<file path="config.mk">
export PLATFORM = sky130hd
export DESIGN_NAME = load_store_unit
export DESIGN_NICKNAME = d
export VERILOG_FILES = /design/src/rtl/lsu_pkg.sv /design/src/rtl/lsu_fwd_buf.sv /design/src/rtl/load_store_unit.sv
export SDC_FILE = /design/constraint.sdc
export NUM_CORES = 1
export LEC_CHECK = 0
export BUFFER_PORTS_ARGS = -buffer_cell sky130_fd_sc_hd__buf_2
export CORE_MARGIN = 5
export CORE_UTILIZATION = 30
export CTS_BUF_LIST = sky130_fd_sc_hd__clkbuf_2
export DETAILED_ROUTE_END_ITERATION = 12
export GPL_TIMING_DRIVEN = 0
export PLACE_DENSITY = 0.58
export SYNTH_ARGS = -nofsm -noshare
export SYNTH_HDL_FRONTEND = slang
export SYNTH_SLANG_ARGS = --single-unit
</file>
<file path="constraint.sdc">
create_clock -name clk -period 4.8 [get_ports clk]
set_clock_uncertainty 0.1 [all_clocks]
set_input_delay 0.48 -clock clk [delete_from_list [all_inputs] [get_ports clk]]
set_output_delay 0.48 -clock clk [all_outputs]
set_load 0.03 [all_outputs]
</file>
<file path="src/rtl/lsu_pkg.sv">
// Shared types and constants for the load/store unit.
package lsu_pkg;

  // Loaded/stored data is always one byte.
  localparam int DATA_W = 8;
  // Destination register index width.
  localparam int RIDX_W = 2;

  typedef enum logic [1:0] {
    IDLE  = 2'd0,
    ISSUE = 2'd1,
    WAIT  = 2'd2,
    WB    = 2'd3
  } lsu_state_t;

endpackage

</file>
<file path="src/rtl/lsu_fwd_buf.sv">
// One-entry store buffer with an address match compare.
// Written on every store issue; a load looking up a matching address
// gets the buffered byte without going to memory.
module lsu_fwd_buf
  import lsu_pkg::*;
#(
  parameter int AW = 8
) (
  input  logic              clk,
  input  logic              reset,
  input  logic              wr_en,
  input  logic [AW-1:0]     wr_addr,
  input  logic [DATA_W-1:0] wr_data,
  input  logic [AW-1:0]     lookup_addr,
  output logic              hit,
  output logic [DATA_W-1:0] hit_data
);

  logic              valid_q;
  logic [AW-1:0]     addr_q;
  logic [DATA_W-1:0] data_q;

  // Capture the most recent store; reset empties the entry.
  always_ff @(posedge clk or posedge reset) begin
    if (reset) begin
      valid_q <= 1'b0;
      addr_q  <= '0;
      data_q  <= '0;
    end else if (wr_en) begin
      valid_q <= 1'b1;
      addr_q  <= wr_addr;
      data_q  <= wr_data;
    end
  end

  assign hit      = valid_q && (addr_q == lookup_addr);
  assign hit_data = data_q;

endmodule

</file>
<file path="src/rtl/load_store_unit.sv">
// Byte load/store unit between decode, data memory and the register file.
// Loads are unsigned bytes; a load that sees no memory response within
// TIMEOUT wait cycles writes back 8'h00 and sets the sticky err_timeout.
// Optional feature macro: LSU_STFWD_EN adds a one-entry store buffer that
// serves matching loads without a memory access.
//
// Handshake: a request transfers on a rising clk edge where req_valid and
// req_ready are both 1. req_ready is high only in IDLE; the requester holds
// its request fields stable until the transfer. Memory strobes (mem_req,
// mem_en) are single-cycle pulses with no back-pressure.
module load_store_unit
  import lsu_pkg::*;
#(
  parameter int AW      = 8,
  parameter int TIMEOUT = 16
) (
  input  logic              clk,
  input  logic              reset,
  input  logic              req_valid,
  output logic              req_ready,
  input  logic              req_is_store,
  input  logic [AW-1:0]     req_addr,
  input  logic [DATA_W-1:0] req_wdata,
  input  logic [RIDX_W-1:0] req_rd,
  output logic              mem_req,
  output logic              mem_we,
  output logic [AW-1:0]     mem_addr,
  output logic [DATA_W-1:0] mem_wdata,
  input  logic              mem_rvalid,
  input  logic [DATA_W-1:0] mem_rdata,
  output logic              mem_en,
  output logic [RIDX_W-1:0] wr_addr,
  output logic [DATA_W-1:0] lbu_take,
  output logic              busy,
  output logic              err_timeout,
  output lsu_state_t        state_dbg
);

  // Last WAIT count value; reaching it without a response abandons the load.
  localparam logic [7:0] TO_LAST = 8'(TIMEOUT - 1);

  lsu_state_t        state_q, state_d;
  logic              is_store_q;
  logic [AW-1:0]     addr_q;
  logic [DATA_W-1:0] wdata_q;
  logic [RIDX_W-1:0] rd_q;
  logic [7:0]        cnt_q;
  logic [DATA_W-1:0] take_q;
  logic [RIDX_W-1:0] wr_addr_q;
  logic              err_q;
  logic              fwd_q;

  logic              xfer;
  logic              fwd_hit;
  logic              fwd_take;
  logic [DATA_W-1:0] fwd_data;
  logic              wb_load;
  logic [DATA_W-1:0] wb_data;
  logic              to_hit;

  assign xfer = req_valid && req_ready;

`ifdef LSU_STFWD_EN
  logic [AW-1:0] lookup_addr;

  // Look up the incoming address while idle, the latched one afterwards.
  assign lookup_addr = (state_q == IDLE) ? req_addr : addr_q;

  lsu_fwd_buf #(.AW(AW)) u_fwd_buf (
    .clk         (clk),
    .reset       (reset),
    .wr_en       ((state_q == ISSUE) && is_store_q),
    .wr_addr     (addr_q),
    .wr_data     (wdata_q),
    .lookup_addr (lookup_addr),
    .hit         (fwd_hit),
    .hit_data    (fwd_data)
  );
`else
  assign fwd_hit  = 1'b0;
  assign fwd_data = '0;
`endif

  // A forwarded load skips ISSUE and parks for one cycle in WAIT, where
  // memory responses are ignored, so write-back lands one cycle early.
  assign fwd_take = xfer && !req_is_store && fwd_hit;

  // State register.
  always_ff @(posedge clk or posedge reset) begin
    if (reset) state_q <= IDLE;
    else       state_q <= state_d;
  end

  // Next state and write-back data selection.
  always_comb begin
    state_d = state_q;
    wb_load = 1'b0;
    wb_data = '0;
    to_hit  = 1'b0;
    case (state_q)
      IDLE:  if (req_valid) state_d = fwd_take ? WAIT : ISSUE;
      ISSUE: state_d = is_store_q ? IDLE : WAIT;
      WAIT: begin
        if (fwd_q) begin
          state_d = WB;
          wb_load = 1'b1;
          wb_data = fwd_data;
        end else if (mem_rvalid) begin
          state_d = WB;
          wb_load = 1'b1;
          wb_data = mem_rdata;
        end else if (cnt_q == TO_LAST) begin
          state_d = WB;
          wb_load = 1'b1;
          to_hit  = 1'b1;
        end
      end
      WB:      state_d = IDLE;
      default: state_d = IDLE;
    endcase
  end

  // Request latches, loaded only on a transfer.
  always_ff @(posedge clk or posedge reset) begin
    if (reset) begin
      is_store_q <= 1'b0;
      addr_q     <= '0;
      wdata_q    <= '0;
      rd_q       <= '0;
      fwd_q      <= 1'b0;
    end else if (xfer) begin
      is_store_q <= req_is_store;
      addr_q     <= req_addr;
      wdata_q    <= req_wdata;
      rd_q       <= req_rd;
      fwd_q      <= fwd_take;
    end
  end

  // Wait-cycle counter, cleared whenever the FSM is outside WAIT.
  always_ff @(posedge clk or posedge reset) begin
    if (reset)                 cnt_q <= '0;
    else if (state_q == WAIT)  cnt_q <= cnt_q + 8'd1;
    else                       cnt_q <= '0;
  end

  // Write-back registers change only on entry to WB, so they hold between strobes.
  always_ff @(posedge clk or posedge reset) begin
    if (reset) begin
      take_q    <= '0;
      wr_addr_q <= '0;
    end else if (wb_load) begin
      take_q    <= wb_data;
      wr_addr_q <= rd_q;
    end
  end

  // Sticky timeout flag; only reset clears it.
  always_ff @(posedge clk or posedge reset) begin
    if (reset)       err_q <= 1'b0;
    else if (to_hit) err_q <= 1'b1;
  end

  assign req_ready   = (state_q == IDLE);
  assign busy        = !req_ready;
  assign mem_req     = (state_q == ISSUE);
  assign mem_we      = mem_req && is_store_q;
  assign mem_addr    = addr_q;
  assign mem_wdata   = wdata_q;
  assign mem_en      = (state_q == WB);
  assign wr_addr     = wr_addr_q;
  assign lbu_take    = take_q;
  assign err_timeout = err_q;
  assign state_dbg   = state_q;

endmodule

</file>
## After elaboration in Yosys (flattened, before gate mapping)

Index checks and enable logic that the tools add are counted.

| cells by class | value |
|---|---|
| add/sub/neg operators | 1 |
| equality and inequality tests | 6 |
| mux-type cells | 13 |
| reduce and logical (&&, ||, !) cells | 5 |

Operator list:

| kind | number |
|---|---|
| 8-bit two-way mux | 3 |
| 8-bit by 1-bit adder with 8-bit output, second input constant | 1 |
| 8-bit by 4-bit == test with 1-bit output, second input constant | 1 |
| 2-bit two-way mux | 4 |
| 2-bit case mux with 4 select lines | 1 |
| 1-bit two-way mux | 5 |
| 2-bit == test, second input constant | 2 |
| 3-bit inequality test, second input constant | 1 |
| 2-bit by 1-bit == test with 1-bit output, second input constant | 1 |
| 1-bit logical AND | 2 |
| 2-bit zero test | 1 |
| 2-bit inequality test, second input constant | 1 |
| 2-bit AND reduction | 1 |
| 1-bit zero test | 1 |

| storage, ports and cells | value |
|---|---|
| flip-flop bits (word level) | 40 |
| input bits | 31 |
| output and inout port bits | 34 |
| logic and storage cells | 34 |

## Depth between registers and ports, before layout

Gate-level depths: netlist of the first run.

| logic depth | value |
|---|---|
| depth in word-level cells | 4 |
| depth in mapped cells | 6 |
| depth with buffers taken out | 4 |

## Least setup slack after synthesis of the first run

Ideal clock, no wire load.

| timing path | value |
|---|---|
| path type | reg-to-output |
| start point | register (tool-made name) |
| end point | output port mem_we |
| arrival | 1291 ps |
| data required time | 4220 ps |
| slack | 2929 ps |
| cell stages (with the launch flop) | 4 |
| path buffers | 0 |
| cells stage by stage | dfrtp_1 > nand2b_1 > inv_1 > and2_1 |

RTL lines:

| what | line | source |
|---|---|---|
| to (decl) | load_store_unit.sv:26 | `output logic mem_we,` |

==> impl_results.md, run 1 <==
- Fin. max-slew vios: 0
- Post-CTS Resized: 0
- Sequential cell area: 1000 um^2
- Leak Pwr: 1.14 nW
- Multi-input logic area: 767 um^2
- PortBufs: 64
- Cell with the most instances after synthesis: dfrtp_1
- Worst reg2reg setup slack: 3150 ps
- Post-Layout Cell Count: 290
- Total number of yosys warnings: 0
- Post-place instance area: 2260 um^2
- Clock insertion delay at the later pin of the skew report: 390 ps
- Avg Cell Area, Syn: 12.9 um^2
- Finished Cell Area: 2320 um^2
- Worst path max stage delay: 500 ps
- Clock sink total: 40
- Htree depth: 2
- Setup bufs post-CTS: 0
- Vias in the first global route: 1,302
- Initial Utilization: 0.309
- Hold WS: 112 ps
- Fin Setup TNS: 0 ps
- Internal power: 0.892 mW
- Hold Fails Final Rpt: 0
- Die Area: 7810 um^2
- Combinational share of power: 0.514
- Gate Count Post-Synth: 143
- Crit path cell chain: nand2b_1, inv_1, and2_1, buf_2
- Synthesized net count: 175
- DRC Markers: 0
- Reg2reg start: cnt_q[0]
- Area growth syn-to-layout: 26.0%
- CP arrival: 1450 ps
- Core Box Area: 5960 um^2
- GPL Wtd Cong: 0.689
- Layout Nets: 246
- Cell Area, Synth: 1840 um^2
- GRT Util Overall: 0.103
- Hpwl dp: 2.77 mm
- Rel. slew slack: 0.453
- Vias: 1,293
- First-pass GRT wire length: 6.19 mm
- #FFs+latches synth: 40
- Seq/Total Area, Yosys: 0.543
- Antenna diodes: 0
- CP Data Required Time: 4220 ps
- Vias per cell: 4.46
- Critical Path Source Type: flip-flop
- Biggest area consumer among synthesized cells: dfrtp_1
- Pin count of the biggest net entering global routing: 41
- WL per Instance: 13.2 um
- RSZ-0062 raised after global routing: no
- Power per Cell Area: 675 nW/um^2
- Maximum root-to-sink buffer count: 2
- Asr flop ratio synth: 1.00
- Io pins: 65
- Unique masters post-synth: 31
- Clock transition at path regs: 210 ps
- FF-to-FF path depth: 6
- Peak Freq: 492 MHz
- Fraction of layout cells with a size suffix above 1: 0.488
- DRT Pass-1 Iters: 3
- Setup ws final: 2770 ps
- Fillers: 604
- Class of the most critical setup path: flip-flop to primary output
- DR iter-0 viols: 35
- Pre-CTS setup slack: 3150 ps
- Initial antenna violation count: 0
- Site Rows: 28
- Final ANT Viol Nets: 0
- EDFF count, synth: 0
- Status: finished, final reports clean
- Slowest cell on the critical path: dfrtp_1
- Worst-Margin Slew: 819 ps
- CP max FO: 7
- Period utilization: 0.423
- Max cap viols: 0
- Die Ht: 88.4 um
- CTS tree: yes
- CP endpoint kind: primary output
- Maximum VDD drop: 0.307 mV
- Placed Instances: 282
- Clock buffer count from CTS: 5
- Power share of the sequential group: 0.360
- Synth Flop Type: dfrtp_1
- Switch share: 0.431
- Worst reg2reg endpoint: wr_addr[1]
- Leading post-synthesis cells by cell area: dfrtp_1 54%, mux2_4 15%, nand2b_1 3.4%, o21ai_0 3.3%, a22oi_1 3.3%
- List of most frequent post-synthesis cells: 40 x dfrtp_1, 19 x mux2_4, 12 x o21ai_0
- Part of the power in the clock network: 0.126
- Worst hold path type: input pin to async pin
- Psw: 0.677 mW
- Post-synth top area share: 0.543
- Min cycle time layout: 2030 ps
- Final setup fails: 0
- Congestion Overflow GR: 0
- Die X: 88.4 um
- CTS Hold Bufs: 0
- Clock Root Buffer: clkbuf_2
- Final WL: 3.82 mm
[metrics by stage]
| stage | power [mW] | util |
|---|---|---|
| after floorplan | 1.17 | - |
| after global placement | 1.38 | 0.379 |
| after detailed placement | 1.39 | 0.379 |
| after CTS | 1.59 | 0.390 |
| after global routing | 1.67 | 0.390 |
| final | 1.57 | 0.390 |
[power groups by stage]
stage / Sequential, mW / Combinational [mW] / Clock, mW
detailed placement: 0.570 / 0.819 / 0
floorplan: 0.792 / 0.377 / 0
CTS: 0.567 / 0.819 / 0.207
global route: 0.585 / 0.865 / 0.223
finish: 0.565 / 0.806 / 0.197
global placement: 0.569 / 0.812 / 0
[worst max-delay path by stage]
stage	slack [ps]	startpoint	endpoint	cells past startpoint
finish	2770	flip-flop	mem_we	4
global route	2640	flip-flop	mem_we	4
CTS	2700	flip-flop	mem_we	4
detailed placement	3150	cnt_q[0]	wr_addr[1]	6
global placement	2700	reset	mem_addr[7]	2
floorplan	2930	flip-flop	mem_we	3
[sequential cells by signal, indices dropped and copies added (netlist names), named ones only]
signal,count
mem_wdata,8
err_timeout,1
lbu_take,8
state_dbg,1
rd_q,2
cnt_q,8
mem_addr,8
is_store_q,1
wr_addr,2
[cell families (layout without fill, tap and decap cells)]
logic type               Yosys count  count (layout)  synth area share
adder cells (fa/ha/maj)            1               1           0.00679
AND/OR/NAND/NOR                   37              37             0.125
XOR/XNOR                           3               3            0.0143
flip-flops                        40              40             0.543
AO/OA/AOI/OAI                     28              28             0.103
buffers and inverters             13              85            0.0407
multiplexers                      21              21             0.167
[final cells by class]
type	count	area share
sequential	40	0.431
multi-input combinational	90	0.330
timing repair buffer	64	0.138
tap	75	0.0404
buffer	8	0.0242
clock inverter	2	0.0151
clock buffer	6	0.0129
inverter	5	0.00808
[cells in the final DEF, fill, tap and decap left out, types with 2 or more instances in the layout]
cell type,synthesis,routed
mux2_4,19,19
xnor2_1,2,2
o21ai_0,12,12
a21oi_1,4,4
nand3_1,2,2
buf_2,3,67
nor2_1,5,5
nand4_1,3,3
mux2_2,2,2
or3_1,3,3
inv_1,5,4
clkbuf_2,0,6
and2_1,3,3
dfrtp_1,40,40
buf_6,3,3
a22oi_1,8,8
nand2b_1,10,10
nand2_1,4,4
and2_4,2,2
[per-layer routing]
layer  part of all wire  vias to the layer above  GRT usage
li1                   -                      641          -
met1               0.45                      608      0.133
met2               0.46                       38      0.160
met3              0.072                        6     0.0363
met4              0.015                        0     0.0371
met5                  0                        -          0
[worst max-delay path, delay by kind of cell, from the launching register on]
family        cells  cell delay, ps
flops             1             500
simple gates      2             320
buf+inv           2             260
(Power assumes the default switching activity.)
==> inputs of run 2 (changes only) <==
Clock period 4.8 ns to 2 ns, I/O delays scaled along.
==> run 2 against run 1 <==
Net effect: core utilization increased by 4.9 points; critical endpoint unchanged; count of clock-buffer cells in the layout is the same; largest power group unchanged; design area up 13%; non-clock buffer count rose by 29; sequential share of layout area is 4.8 points lower; highest routed layer unchanged.
==> impl_results.md, run 2 (same netlist as run 1, synthesis figures left out) <==
- First-pass GRT wire length: 6.83 mm (was 6.19 mm)
- Vias per cell: 4.41 (was 4.46)
- WL per Instance: 13.2 um (about the same)
- Worst-Margin Slew: 811 ps (was 819 ps)
- Placed Instances: 282 (unchanged)
- Critical Path Source Type: flip-flop (unchanged)
- DR iter-0 viols: 56 (was 35)
- DRC Markers: 0 (unchanged)
- Vias: 1,406 (was 1,293)
- Die Area: 7810 um^2 (unchanged)
- Max cap viols: 0 (unchanged)
- Final Util: 0.439 (was 0.390)
- Die X: 88.4 um (unchanged)
- Status: finished, final reports clean (unchanged)
- Fin. max-slew vios: 0 (unchanged)
- Clock Root Buffer: clkbuf_2 (unchanged)
- CP arrival: 1490 ps (was 1450 ps)
- Peak Freq: 560 MHz
- Rel. slew slack: 0.459 (was 0.453)
- CP max FO: 7 (unchanged)
- Vias in the first global route: 1,409 (was 1,302)
- Clock insertion delay at the later pin of the skew report: 390 ps (about the same)
- Final ANT Viol Nets: 0 (unchanged)
- Layout Nets: 275 (was 246)
- Hold Fails Final Rpt: 0 (unchanged)
- RSZ-0062 raised after global routing: no (unchanged)
- Fraction of layout cells with a size suffix above 1: 0.430 (was 0.488)
- Final WL: 4.20 mm (was 3.82 mm)
- CP endpoint kind: primary output (unchanged)
- Worst hold path type: input pin to flip-flop (was input pin to async pin)
- Maximum VDD drop: 0.617 mV (was 0.307 mV)
- Final setup fails: 0 (unchanged)
- Initial Utilization: 0.309 (unchanged)
- Maximum root-to-sink buffer count: 2 (unchanged)
- Sequential cell area: 1000 um^2 (unchanged)
- Site Rows: 28 (unchanged)
- Post-Layout Cell Count: 319 (was 290)
- Initial antenna violation count: 0 (unchanged)
- Io pins: 65 (unchanged)
- CTS tree: yes (unchanged)
- Pin count of the biggest net entering global routing: 41 (unchanged)
- Clock transition at path regs: 190 ps (was 210 ps)
- Hold WS: 258 ps (was 112 ps)
- PortBufs: 64 (unchanged)
- GPL Wtd Cong: 0.689 (unchanged)
- GRT Util Overall: 0.113 (was 0.103)
- Hpwl dp: 2.77 mm (unchanged)
- Congestion Overflow GR: 0 (unchanged)
- Leak Pwr: 1.26 nW (was 1.14 nW)
- Period utilization: 0.893
- Commonest cells after routing, fill and taps aside: 67 x buf_2, 40 x dfrtp_1, 29 x dlygate4sd3_1 (was 67 x buf_2, 40 x dfrtp_1, 19 x mux2_4)
- Die Ht: 88.4 um (unchanged)
- Power per Cell Area: 1460 nW/um^2 (was 675 nW/um^2)
- DRT Pass-1 Iters: 4 (was 3)
- Antenna diodes: 0 (unchanged)
- Htree depth: 2 (unchanged)
- CP Data Required Time: 1700 ps (was 4220 ps)
- Clock buffer count from CTS: 5 (unchanged)
- Core Box Area: 5960 um^2 (unchanged)
- Min cycle time layout: 1790 ps
- Area growth syn-to-layout: 41.8% (was 26.0%)
- Multi-input logic area: 767 um^2 (unchanged)
- Fin Setup TNS: 0 ps (unchanged)
- Class of the most critical setup path: flip-flop to primary output (unchanged)
- Fillers: 581 (was 604)
- Clock sink total: 40 (unchanged)
- Commonest non-fill, non-tap cell in the layout: buf_2 (unchanged)
[run 2: cell types whose count changed in the layout (fill, tap and decap cells not counted), sizes merged]
cell,delta
dlygate4sd3,+29
[run 2: power breakdown]
| group | switching [mW] | internal, mW | leakage [nW] |
|---|---|---|---|
| sequential | 0.230 | 1.13 | 0.474 |
| combinational | 1.16 | 0.832 | 0.746 |
| clock | 0.258 | 0.215 | 0.0430 |
| total | 1.64 | 2.18 | 1.26 |
[run 2: repair_timing]
action | in CTS | in global routing
hold buffers | 29 | 0
gates resized for setup | 0 | 0
hold endpoints to repair | 67 | 0
setup buffers | 0 | 0
[run 2: through the flow]
stage,power (mW),area [um^2],worst slack (ps)
3_3_place_gp,3.31,2260,185
3_5_place_dp,3.33,2260,351
4_1_cts,3.87,2610,184
5_1_grt,4.07,2610,105
6_report,3.82,2610,213
2_1_floorplan,2.80,1840,203
[run 2: worst paths after layout]
kind	from	to	slack, ps	depth (start not counted)
min in group asynchronous	reset	cnt_q[5]	380	3
min reg2reg	err_timeout	err_timeout	390	1
max in group asynchronous	reset	cnt_q[3]	900	3
max reg2reg	cnt_q[0]	wr_addr[1]	350	6
max	flip-flop	mem_we	210	4
min	req_valid	state_dbg[0]	260	4
[run 2: cell type report]
type,instances,share of cell area
Timing Repair Buffer,93,0.234
Clock inverter,2,0.0134
Inverter,5,0.00718
Buffer,8,0.0216
Clock buffer,6,0.0115
Tap cell,75,0.0359
Multi-Input combinational cell,90,0.294
Sequential cell,40,0.383
[run 2: critical path: stages (launching register included)]
cell and delay [ps]:
dfrtp_1 490, nand2b_1 200, inv_1 80, and2_1 130, buf_2 200
[run 2: layer usage]
layer	share of wire	global-route usage	up-vias
met3	0.061	0.0345	6
met2	0.48	0.182	38
li1	-	-	696
met4	0.014	0.0371	0
met1	0.44	0.146	666
met5	0	0	-
